**config.mk**
```make
export PLATFORM = sky130hd
export DESIGN_NAME = serial_mag_compare
export DESIGN_NICKNAME = d
export VERILOG_FILES = /design/src/rtl/serial_mag_compare.sv
export SDC_FILE = /design/constraint.sdc
export NUM_CORES = 1
export LEC_CHECK = 0
export CORE_MARGIN = 10
export CORE_UTILIZATION = 40
export CTS_BUF_LIST = sky130_fd_sc_hd__clkbuf_8
export DETAILED_ROUTE_END_ITERATION = 6
export GPL_TIMING_DRIVEN = 0
export PLACE_DENSITY = 0.69
export REMOVE_ABC_BUFFERS = 1
export SETUP_SLACK_MARGIN = 0.3
export SLEW_MARGIN = 10
export SYNTH_ARGS = -nofsm -noshare
export SYNTH_HDL_FRONTEND = slang
export SYNTH_SLANG_ARGS = --single-unit
```
**constraint.sdc**
```tcl
create_clock -name clk -period 3.5 [get_ports clk]
set_input_delay 0.525 -clock clk [delete_from_list [all_inputs] [get_ports clk]]
set_output_delay 0.525 -clock clk [all_outputs]
set_load 0.01 [all_outputs]
```
**src/rtl/serial_mag_compare.sv**
```systemverilog
// serial_mag_compare
//   Folds a stream of per-digit comparator flag vectors into one magnitude
//   decision. Digits arrive most-significant first. The first digit that is
//   not EQ decides the result. The result is returned in the same
//   {eq,ne,gt,lt,ge,le} flag encoding.
//
// Optional build macro: COMPARE_EARLY_EXIT_EN
//   When defined, the first deciding digit ends the comparison at once.
//   The digits_used port then reports how many digits were accepted.
//
// Ports:
//   clk          rising-edge clock
//   rst_n        asynchronous active-low reset
//   start        single-cycle request to begin a comparison (used only in IDLE)
//   in_valid     in_flags holds a digit result
//   in_ready     block accepts a digit this cycle (high only in ACCUM)
//   in_flags     digit flags {eq,ne,gt,lt,ge,le}
//   out_valid    out_flags holds the final result (high only in DONE)
//   out_ready    consumer takes the result this cycle
//   out_flags    final flags {eq,ne,gt,lt,ge,le}
//   busy         high in ACCUM or DONE
//   proto_err    a malformed digit was seen in the current comparison
//   digits_used  (early-exit build only) number of digits accepted
module serial_mag_compare #(
    parameter int DIGITS = 4,
    parameter int CNT_W  = $clog2(DIGITS)
) (
    input  logic       clk,
    input  logic       rst_n,
    input  logic       start,
    input  logic       in_valid,
    output logic       in_ready,
    input  logic [5:0] in_flags,
    output logic       out_valid,
    input  logic       out_ready,
    output logic [5:0] out_flags,
    output logic       busy,
    output logic       proto_err
`ifdef COMPARE_EARLY_EXIT_EN
    ,
    output logic [CNT_W:0] digits_used
`endif
);

    typedef enum logic [1:0] {
        ST_IDLE  = 2'd0,
        ST_ACCUM = 2'd1,
        ST_DONE  = 2'd2
    } state_t;

    typedef enum logic [1:0] {
        REL_EQ = 2'd0,
        REL_GT = 2'd1,
        REL_LT = 2'd2
    } rel_t;

    localparam logic [CNT_W-1:0] LAST_CNT = CNT_W'(DIGITS - 1);

    // Relation carried by one digit. A malformed digit decodes as EQ.
    function automatic rel_t decode_rel(input logic [5:0] flags);
        case ({flags[5], flags[3], flags[2]})
            3'b100:  decode_rel = REL_EQ;
            3'b010:  decode_rel = REL_GT;
            3'b001:  decode_rel = REL_LT;
            default: decode_rel = REL_EQ;
        endcase
    endfunction

    // A digit is well-formed when exactly one of eq/gt/lt is set.
    function automatic logic is_well_formed(input logic [5:0] flags);
        case ({flags[5], flags[3], flags[2]})
            3'b100, 3'b010, 3'b001: is_well_formed = 1'b1;
            default:                is_well_formed = 1'b0;
        endcase
    endfunction

    // Full six-flag encoding of a relation.
    function automatic logic [5:0] encode_rel(input rel_t rel);
        case (rel)
            REL_EQ:  encode_rel = 6'b100011;
            REL_GT:  encode_rel = 6'b011010;
            REL_LT:  encode_rel = 6'b010101;
            default: encode_rel = 6'b100011;
        endcase
    endfunction

    state_t           state_r, state_nxt_s;
    rel_t             acc_r, acc_nxt_s;
    logic [CNT_W-1:0] cnt_r, cnt_nxt_s;
    logic [5:0]       out_flags_r, out_flags_nxt_s;
    logic             proto_err_r, proto_err_nxt_s;
    logic             in_ready_r, out_valid_r, busy_r;
    rel_t             dig_rel_s, fold_rel_s;
    logic             unused_flags_s;
`ifdef COMPARE_EARLY_EXIT_EN
    logic [CNT_W:0]   digits_used_r, digits_used_nxt_s;
`endif

    // The ne/ge/le bits repeat the eq/gt/lt information, so the decode ignores them.
    assign unused_flags_s = ^{in_flags[4], in_flags[1], in_flags[0]};

    // Next-state, accumulator and result logic.
    always_comb begin
        state_nxt_s     = state_r;
        acc_nxt_s       = acc_r;
        cnt_nxt_s       = cnt_r;
        out_flags_nxt_s = out_flags_r;
        proto_err_nxt_s = proto_err_r;
`ifdef COMPARE_EARLY_EXIT_EN
        digits_used_nxt_s = digits_used_r;
`endif
        dig_rel_s  = decode_rel(in_flags);
        // Once acc differs from EQ, a more significant digit has decided the result.
        fold_rel_s = (acc_r == REL_EQ) ? dig_rel_s : acc_r;

        case (state_r)
            ST_IDLE: begin
                if (start) begin
                    state_nxt_s     = ST_ACCUM;
                    acc_nxt_s       = REL_EQ;
                    cnt_nxt_s       = {CNT_W{1'b0}};
                    proto_err_nxt_s = 1'b0;
`ifdef COMPARE_EARLY_EXIT_EN
                    digits_used_nxt_s = {(CNT_W+1){1'b0}};
`endif
                end else begin
                    state_nxt_s = ST_IDLE;
                end
            end
            ST_ACCUM: begin
                if (in_valid) begin
                    acc_nxt_s = fold_rel_s;
                    if (!is_well_formed(in_flags)) begin
                        proto_err_nxt_s = 1'b1;
                    end else begin
                        proto_err_nxt_s = proto_err_r;
                    end
`ifdef COMPARE_EARLY_EXIT_EN
                    digits_used_nxt_s = {1'b0, cnt_r} + (CNT_W+1)'(1);
`endif
                    // cnt holds on the final accept, so it never wraps.
                    if (cnt_r == LAST_CNT) begin
                        state_nxt_s     = ST_DONE;
                        out_flags_nxt_s = encode_rel(fold_rel_s);
                    end
`ifdef COMPARE_EARLY_EXIT_EN
                    else if (fold_rel_s != REL_EQ) begin
                        state_nxt_s     = ST_DONE;
                        out_flags_nxt_s = encode_rel(fold_rel_s);
                    end
`endif
                    else begin
                        cnt_nxt_s = cnt_r + CNT_W'(1);
                    end
                end else begin
                    state_nxt_s = ST_ACCUM;
                end
            end
            ST_DONE: begin
                // start is deliberately ignored here, even on the handshake cycle.
                if (out_ready) begin
                    state_nxt_s     = ST_IDLE;
                    out_flags_nxt_s = 6'b000000;
                end else begin
                    state_nxt_s = ST_DONE;
                end
            end
            default: begin
                state_nxt_s     = ST_IDLE;
                out_flags_nxt_s = 6'b000000;
            end
        endcase
    end

    // State, datapath and registered handshake/status outputs.
    always_ff @(posedge clk or negedge rst_n) begin
        if (!rst_n) begin
            state_r     <= ST_IDLE;
            acc_r       <= REL_EQ;
            cnt_r       <= {CNT_W{1'b0}};
            out_flags_r <= 6'b000000;
            proto_err_r <= 1'b0;
            in_ready_r  <= 1'b0;
            out_valid_r <= 1'b0;
            busy_r      <= 1'b0;
`ifdef COMPARE_EARLY_EXIT_EN
            digits_used_r <= {(CNT_W+1){1'b0}};
`endif
        end else begin
            state_r     <= state_nxt_s;
            acc_r       <= acc_nxt_s;
            cnt_r       <= cnt_nxt_s;
            out_flags_r <= out_flags_nxt_s;
            proto_err_r <= proto_err_nxt_s;
            in_ready_r  <= (state_nxt_s == ST_ACCUM);
            out_valid_r <= (state_nxt_s == ST_DONE);
            busy_r      <= (state_nxt_s != ST_IDLE);
`ifdef COMPARE_EARLY_EXIT_EN
            digits_used_r <= digits_used_nxt_s;
`endif
        end
    end

    assign in_ready  = in_ready_r;
    assign out_valid = out_valid_r;
    assign out_flags = out_flags_r;
    assign busy      = busy_r;
    assign proto_err = proto_err_r;
`ifdef COMPARE_EARLY_EXIT_EN
    assign digits_used = digits_used_r;
`endif

endmodule

```
==> results.py, run 1 <==
metrics = {
    "status": {
        "status": "finished, final reports clean",
    },
    "sta": {
        "grt_setup_unrepaired": "no",
        "setup_viol": 0,
        "setup-tns-final_ns": 0,
        "min_period_ns": 1.84,
        "fmax_mhz": 542,
        "worst_pin_slew_ns": 0.698,
        "fin_crit_sh": 0.527,
        "slew_violations": 0,
        "finalWorstSetupSlack_ns": 1.66,
        "fin_worst_skew_ns": 0.00303,
        "final_hold_viol_count": 0,
        "relSlewSlack": 0.533,
    },
    "place": {
        "dp_cells": 107,
        "numPortBuffers": 17,
        "dp.final_hpwl_um": 1150,
        "gp_congestion": 0.721,
        "place_ws_ns": 1.39,
    },
    "synth": {
        "synthFlopType": "dfrtp_1",
        "yosysSeqAreaShare": 0.533,
        "synth_top_family_by_area": "compound AO/OA/AOI/OAI gates",
        "postSynthRegisterBits": 16,
        "synth_edf_count": 0,
        "synth_xor_area_frac": 0.0117,
        "avgSynthCellArea_sq_um": 11.2,
        "syn_area_sq_um": 751,
        "muxShareOfSynthArea": 0.0150,
        "synth.distinct_cells": 24,
        "yosys_warnings": 0,
        "yosys.area_share.simple": 0.147,
        "synth_compound_area_frac": 0.217,
        "synthCells": 67,
        "synthAdderAreaFrac": 0.0500,
        "synthArstFlopShare": 1.00,
    },
    "die": {
        "dieHeight_um": 63.3,
        "initial_utilization": 0.430,
        "num_io_pins": 21,
        "die_w_um": 63.3,
        "die_area_sq_um": 4010,
        "coreArea_sq_um": 1750,
        "row_count": 15,
    },
    "power": {
        "leakage_nw": 0.449,
        "power_per_cell_area_nw_per_um2": 781,
        "power.total_mw": 0.777,
        "peakVddDrop_v": 0.000378,
    },
    "finish": {
        "final_util": 0.570,
        "layout.cells.non_filler": 111,
        "final_cell_mix": "clkdlybuf4s50_1 (17), dfrtp_1 (16), nand2_1 (6), o21ai_0 (6), a22o_1 (6)",
        "finalNetCount": 101,
        "syn2layout_area_growth_pct": 32.5,
        "layout-drive-gt1-share": 0.0814,
        "fillers": 153,
        "n_antenna_cell": 0,
        "final_common_cell": "clkdlybuf4s50_1",
    },
    "drt": {
        "dr.pass1.iters": 4,
        "avgViaCountPerCell": 5.05,
        "wl_um": 1540,
        "drc_errors": 0,
        "vias": 561,
        "first_iter_violations": 11,
        "wire_per_inst_um": 13.9,
        "ant_nets": 0,
    },
    "setup_path": {
        "path_max_fanout": 4,
        "reg2reg_to": "out_flags[5]",
        "arrival_ns": 1.98,
        "crit_type": "in -> reg",
        "rr_worst_depth": 4,
        "startpoint_type": "input pin",
        "worstSetupEndpoint": "out_flags[5]",
        "required_ns": 3.64,
        "startpoint": "in_flags[2]",
        "regToRegSetupSlack_ns": 2.02,
        "critPathCaptureType": "register",
        "reg2reg_from": "acc_r[1]",
    },
    "min_path": {
        "hold_path_class": "reg -> reg",
    },
    "global_route": {
        "grt_overflow": 0,
        "antenna_found_initial": 0,
        "grt_pass1_vias": 543,
        "grt_max_degree": 17,
        "grt_pass1_wl_um": 2530,
        "grt_util_all_layers": 0.0766,
    },
    "clock_tree": {
        "post-cts-setup-buffers": 0,
        "cts_resized": 0,
        "cts_buffers": 3,
        "clk_pin_slew_ns": 0.07,
        "cts_sinks": 16,
        "cts_tree": "built",
        "htree_num_levels": 1,
        "clock_path_buffers": 2,
        "hold_buffers": 0,
        "clk_latency_ns": 0.25,
        "root_buffer": "clkbuf_8",
    },
    "run": {
        "max_cap_viol_count": 0,
    },
}
[area by class of cell]
| class | count | area [sq um] | area share |
|---|---|---|---|
| flip-flops and latches | 16 | 400 | 0.403 |
| well taps | 25 | 31.3 | 0.0314 |
| clock buffers | 4 | 55.1 | 0.0553 |
| inverters | 2 | 7.51 | 0.00755 |
| multi-input cells | 47 | 330 | 0.332 |
| repair buffers | 17 | 170 | 0.171 |
[stage by stage]
stage,area [sq um],hold slack (ns)
3_3_place_gp,940,0.481
2_1_floorplan,738,0.229
4_1_cts,995,0.504
6_report,995,0.496
3_5_place_dp,940,0.485
5_1_grt,995,0.532
[power by group]
| group | total (mW) | internal (mW) | switching (mW) | leakage [nW] |
|---|---|---|---|---|
| Clock | 0.164 | 0.0997 | 0.0641 | 0.0288 |
| Combinational | 0.302 | 0.176 | 0.126 | 0.222 |
| Sequential | 0.311 | 0.255 | 0.0558 | 0.199 |
| Total | 0.777 | 0.531 | 0.246 | 0.449 |
[kinds of logic (layout without fill, tap and decap cells)]
kind of cell	after synthesis	in the layout
adders and majority gates	3	3
DFF	16	16
muxes	1	1
xor gates and xnor gates	1	1
AOI/OAI and AO/OA	22	22
and+or+nand+nor	20	20
buffers and inverters	4	23
[worst max-delay path: stages]
cell	delay, ns
clkdlybuf4s50_1	0.46
nor4b_1	0.33
nor2_1	0.12
ha_1	0.33
a22o_1	0.22
[how the worst min path moves through the flow]
stage	endpoint	cells past startpoint	slack, ns	from
after CTS	out_flags[5]	1	0.50	out_flags[5]
after detailed placement	out_flags[4]	1	0.48	out_flags[4]
after global placement	out_flags[0]	1	0.48	out_flags[0]
final	out_flags[4]	1	0.50	out_flags[4]
after floorplan	acc_r[0]	0	0.23	rst_n
after global routing	out_flags[0]	1	0.53	out_flags[0]
[state kept, by name (all words and copies together), names as in the netlist]
register / count
acc_r: 2
state_r: 2
in_ready: 1
out_valid: 1
cnt_r: 2
proto_err: 1
out_flags: 6
busy: 1
[synth_stat cells (2+ instances only)]
cell type	instances	share of area
nor2_1	4	0.020
o2bb2ai_1	3	0.035
o21ai_0	6	0.040
ha_1	3	0.050
nor2b_1	3	0.025
nand2b_1	2	0.017
inv_1	2	0.010
dfrtp_1	16	0.53
nand2_1	6	0.030
nor4b_1	2	0.023
a21oi_1	2	0.013
a22o_1	6	0.070
[layer usage]
metal  part of all wire  track usage  up-vias
met5                  0            0        -
met4             0.0078       0.0246        0
met3              0.077       0.0353        2
met2               0.45        0.112       15
met1               0.47       0.0967      264
li1                   -            -      280
Note: power is estimated with default switching activity, not from simulation.
==> run 2, diff against run 1 <==
--- a/config.mk
+++ b/config.mk
@@ -10,7 +10,7 @@
 export CTS_BUF_LIST = sky130_fd_sc_hd__clkbuf_8
 export DETAILED_ROUTE_END_ITERATION = 6
 export GPL_TIMING_DRIVEN = 0
-export PLACE_DENSITY = 0.69
+export PLACE_DENSITY = 0.71
 export REMOVE_ABC_BUFFERS = 1
 export SETUP_SLACK_MARGIN = 0.3
 export SLEW_MARGIN = 10
==> constraint.sdc (replaced) <==
create_clock -name clk -period 1.52 [get_ports clk]
set_input_delay 0.228 -clock clk [delete_from_list [all_inputs] [get_ports clk]]
set_output_delay 0.228 -clock clk [all_outputs]
set_load 0.01 [all_outputs]
==> run 2 against run 1 <==
Net effect: clock-buffer cell count is 1 lower; cell count up 4.5%; sequential share of layout area fell by 2.3 points; total power is 120% higher; sequential power grew 130%; critical path depth shrank 1; clock skew shrank 0.00054 ns; clock power is 89% higher; routed wire length is 0.20% lower; die area did not move; cell area rose by 6.3%; via count up 7.0%.
==> results.py, run 2 (same netlist as run 1, synthesis figures left out) <==
metrics = {
    "setup_path": {
        "regToRegSetupSlack_ns": 0.11,
        "path_max_fanout": 3,
        "startpoint_type": "register",
        "required_ns": 1.65,
        "critPathCaptureType": "register",
        "arrival_ns": 1.55,
        "crit_type": "reg -> reg",
    },
    "place": {
        "dp.final_hpwl_um": 1110,
        "gp_congestion": 0.712,
        "numPortBuffers": 17,
        "place_ws_ns": -0.270,
    },
    "clock_tree": {
        "clk_pin_slew_ns": 0.06,
        "clock_path_buffers": 2,
        "htree_num_levels": 1,
        "cts_tree": "built",
        "clk_latency_ns": 0.24,
        "cts_sinks": 16,
        "cts_buffers": 3,
        "root_buffer": "clkbuf_8",
    },
    "sta": {
        "final_hold_viol_count": 0,
        "min_period_ns": 1.41,
        "fin_hold_ws_ns": 0.404,
        "finalWorstSetupSlack_ns": 0.107,
        "fin_crit_sh": 0.929,
        "fmax_mhz": 708,
        "setup_viol": 0,
        "worst_pin_slew_ns": 0.699,
        "fin_worst_skew_ns": 0.00248,
        "setup-tns-final_ns": 0,
        "grt_setup_unrepaired": "yes",
        "relSlewSlack": 0.533,
        "slew_violations": 0,
    },
    "finish": {
        "fillers": 147,
        "largest_reg_flops": 6,
        "n_antenna_cell": 0,
        "syn2layout_area_growth_pct": 40.8,
        "layout-drive-gt1-share": 0.209,
        "final_cell_mix": "dfrtp_1 (15), dlygate4sd2_1 (13)",
        "final_common_cell": "dfrtp_1",
        "finalNetCount": 107,
    },
    "drt": {
        "highest_layer": "met4",
        "drc_errors": 0,
        "wire_per_inst_um": 13.2,
        "vias": 600,
        "avgViaCountPerCell": 5.17,
        "dr.pass1.iters": 4,
        "wl_met1_um": 668,
        "first_iter_violations": 13,
        "routed-wl-met2_um": 707,
        "ant_nets": 0,
        "wl_um": 1540,
        "route.met3.wl_um": 144,
    },
    "global_route": {
        "antenna_found_initial": 0,
        "grt_pass1_wl_um": 2650,
        "grt_max_degree": 17,
        "grt_util_all_layers": 0.0808,
        "grt_overflow": 0,
        "grt_pass1_vias": 618,
    },
    "die": {
        "die_w_um": 63.3,
        "num_io_pins": 21,
        "die_area_sq_um": 4010,
        "dieHeight_um": 63.3,
        "row_count": 15,
        "initial_utilization": 0.430,
        "coreArea_sq_um": 1750,
    },
    "min_path": {
        "hold_path_class": "in -> async",
    },
    "power": {
        "leakage_nw": 0.509,
        "power_per_cell_area_nw_per_um2": 1640,
        "power.total_mw": 1.74,
        "peakVddDrop_v": 0.000868,
    },
    "run": {
        "max_cap_viol_count": 0,
    },
    "status": {
        "status": "finished, final reports clean",
    },
}
## run 2: cell types whose count changed in the layout (fill, tap and decap cells not counted), sizes merged
cell / change
clkdlybuf4s50: -13
dlygate4sd2: +13
buf: +6
clkbuf: -1
## run 2: layer usage
metal,up-vias,track usage
li1,294,-
met1,290,0.0842
met3,2,0.0459
met5,-,0
met2,14,0.127
met4,0,0.0410
## run 2: final cells by class
class / count / area (sq um) / area share
timing repair buffer: 23 / 199 / 0.188
multi-input combinational: 47 / 377 / 0.356
sequential: 16 / 402 / 0.380
inverter: 2 / 7.51 / 0.00710
tap: 25 / 31.3 / 0.0296
clock buffer: 3 / 41.3 / 0.0391
## run 2: worst max-delay path, stage by stage (launching register included)
cell,delay [ns]
dfrtp_1,0.41
nor4b_4,0.30
nor2_2,0.08
ha_1,0.29
a22o_1,0.22
## run 2: through the flow
step	util	cell area, sq um	std cells
after floorplan	-	738	65
after global placement	0.538	940	107
after detailed placement	0.538	940	107
after CTS	0.589	1030	115
after global routing	0.606	1060	116
final	0.606	1060	116
## run 2: power by group
part	switching, mW	internal [mW]	leakage [nW]
Sequential	0.120	0.591	0.198
Combinational	0.319	0.396	0.289
Clock	0.135	0.175	0.0216
## run 2: path summary, 6_finish.rpt
check | from | end | cells past startpoint
min in group clk | out_flags[0] | out_flags[0] | 1
worst min-delay path | rst_n | busy | 1
max in group asynchronous | rst_n | state_r[0] | 1
worst max-delay path | acc_r[1] | out_flags[5] | 4
worst min register to register | out_flags[0] | out_flags[0] | 1
worst max register to register | acc_r[1] | out_flags[5] | 4
## run 2: what timing repair did
| item | in CTS | in global routing |
|---|---|---|
| setup endpoints to repair | 18 | 10 |
| pin swaps | 6 | 6 |
| gates resized for setup | 19 | 3 |
| setup buffers | 5 | 1 |
| hold buffers | 0 | 0 |
==> run 3, diff against run 2 <==
--- a/config.mk
+++ b/config.mk
@@ -6,11 +6,11 @@
 export NUM_CORES = 1
 export LEC_CHECK = 0
 export CORE_MARGIN = 10
-export CORE_UTILIZATION = 40
+export CORE_UTILIZATION = 43
 export CTS_BUF_LIST = sky130_fd_sc_hd__clkbuf_8
 export DETAILED_ROUTE_END_ITERATION = 6
 export GPL_TIMING_DRIVEN = 0
-export PLACE_DENSITY = 0.71
+export PLACE_DENSITY = 0.76
 export REMOVE_ABC_BUFFERS = 1
 export SETUP_SLACK_MARGIN = 0.3
 export SLEW_MARGIN = 10
==> run 3 against run 2 <==
Net effect: critical path depth increased by 1; clock power grew 21%; register-to-register slack barely moved; first-iteration DRC count decreased by 7.7%; setup slack improved by 0.0055 ns; non-clock buffer count unchanged; total power grew 9.0%; clock skew increased by 0.00079 ns; utilization rose by 4.9 points; cell area is 4.6% higher; combinational power is 10% higher.
==> results.py, run 3 (same netlist as run 1, synthesis figures left out) <==
metrics = {
    "status": {
        "status": "finished, final reports clean",
    },
    "setup_path": {
        "arrival_ns": 1.54,
        "path_cells": "nor4b_2, nor2_1, inv_1, ha_4, a22o_1",
        "startpoint_type": "register",
        "reg2reg_to": "out_flags[5]",
        "required_ns": 1.65,
        "path_max_fanout": 2,
        "critPathCaptureType": "register",
        "rr_worst_depth": 5,
        "regToRegSetupSlack_ns": 0.11,
        "critical_path.max_stage_delay_ns": 0.40,
        "reg2reg_from": "acc_r[0]",
        "cpMaxStageDelayCell": "dfrtp_1",
        "crit_type": "reg -> reg",
    },
    "finish": {
        "final_cell_mix": "dfrtp_1 (15), dlygate4sd2_1 (13), nand2_1 (6), o21ai_0 (6), a22o_1 (6)",
        "n_antenna_cell": 0,
        "syn2layout_area_growth_pct": 47.3,
        "final_util": 0.655,
        "layout-drive-gt1-share": 0.239,
        "final_common_cell": "dfrtp_1",
        "fillers": 132,
        "largest_reg_flops": 6,
        "finalNetCount": 107,
    },
    "drt": {
        "route.met3.wl_um": 95,
        "wl_um": 1700,
        "vias": 601,
        "drc_errors": 0,
        "first_iter_violations": 12,
        "wire_per_inst_um": 15.6,
        "highest_layer": "met4",
        "dr.pass1.iters": 4,
        "routed-wl-met2_um": 885,
        "avgViaCountPerCell": 5.51,
        "wl_met1_um": 673,
        "ant_nets": 0,
    },
    "clock_tree": {
        "cts_buffers": 3,
        "cts_sinks": 16,
        "hold_buffers": 0,
        "clock_path_buffers": 2,
        "root_buffer": "clkbuf_8",
        "clk_pin_slew_ns": 0.06,
        "clk_latency_ns": 0.25,
        "cts_tree": "built",
        "htree_num_levels": 1,
    },
    "sta": {
        "fmax_mhz": 711,
        "relSlewSlack": 0.526,
        "setup-tns-final_ns": 0,
        "fin_crit_sh": 0.926,
        "fin_hold_ws_ns": 0.400,
        "finalWorstSetupSlack_ns": 0.113,
        "min_period_ns": 1.41,
        "fin_worst_skew_ns": 0.00327,
        "grt_setup_unrepaired": "yes",
        "final_hold_viol_count": 0,
        "slew_violations": 0,
        "worst_pin_slew_ns": 0.709,
        "setup_viol": 0,
    },
    "global_route": {
        "grt_util_all_layers": 0.0965,
        "grt_pass1_vias": 605,
        "grt_max_degree": 17,
        "antenna_found_initial": 0,
        "grt_overflow": 0,
        "grt_pass1_wl_um": 2680,
    },
    "die": {
        "dieHeight_um": 61.8,
        "die_area_sq_um": 3820,
        "die_w_um": 61.8,
        "num_io_pins": 21,
        "row_count": 15,
        "initial_utilization": 0.444,
        "coreArea_sq_um": 1690,
    },
    "power": {
        "leakage_nw": 0.534,
        "power_per_cell_area_nw_per_um2": 1710,
        "peakVddDrop_v": 0.000855,
        "power.total_mw": 1.89,
    },
    "place": {
        "dp.final_hpwl_um": 1150,
        "place_ws_ns": -0.302,
        "gp_congestion": 0.765,
        "numPortBuffers": 17,
    },
    "run": {
        "max_cap_viol_count": 0,
    },
    "min_path": {
        "hold_path_class": "in -> async",
    },
}
[run 3: changes by cell type in the layout (fill, tap and decap cells not counted), sizes merged]
cell,change
clkbuf,+1
dlymetal6s2s,+1
clkdlybuf4s50,-1
[run 3: how the worst max path moves through the flow]
stage / from / slack [ns] / cells past startpoint / endpoint
3_5_place_dp: in_flags[2] / -0.30 / 5 / out_flags[5]
2_1_floorplan: acc_r[1] / 0.16 / 4 / out_flags[5]
5_1_grt: acc_r[0] / 0.04 / 5 / out_flags[5]
6_report: acc_r[0] / 0.11 / 5 / out_flags[5]
3_3_place_gp: in_flags[2] / -0.26 / 5 / out_flags[5]
4_1_cts: acc_r[0] / 0.14 / 5 / out_flags[3]
[run 3: area by class of cell]
class	instances	area, sq um	area share
clock buffer	4	55.1	0.0498
inverter	2	7.51	0.00679
sequential	16	402	0.363
tap	17	21.3	0.0192
multi-input combinational	47	415	0.376
timing repair buffer	23	205	0.186
[run 3: what timing repair did]
action                                  in CTS  in global routing
pin swaps                                    8                  6
resized for setup                           22                  8
endpoints found under the setup margin      18                  8
setup buffers                                6                  0
[run 3: metrics by stage]
step	instance area (sq um)	std cells
floorplan	738	65
global placement	930	99
detailed placement	930	99
CTS	1060	109
global route	1110	109
finish	1110	109
[run 3: routing by layer]
layer,up-vias,GRT usage
met5,-,0
met1,288,0.105
met3,4,0.0163
met2,17,0.163
met4,0,0.0764
li1,292,-
[run 3: report_power, final]
part           internal [mW]  switching, mW  total [mW]
clock                  0.230          0.145       0.375
combinational          0.446          0.342       0.788
sequential             0.591          0.138       0.729
total                   1.27          0.626        1.89
[run 3: critical path, delay by kind of cell, from the launching register on]
kind / cells / cell delay, ns
AO/OA/AOI/OAI: 1 / 0.21
adder cells (fa/ha/maj): 1 / 0.21
flip-flops: 1 / 0.40
AND/OR/NAND/NOR: 2 / 0.37
buffers and inverters: 1 / 0.10
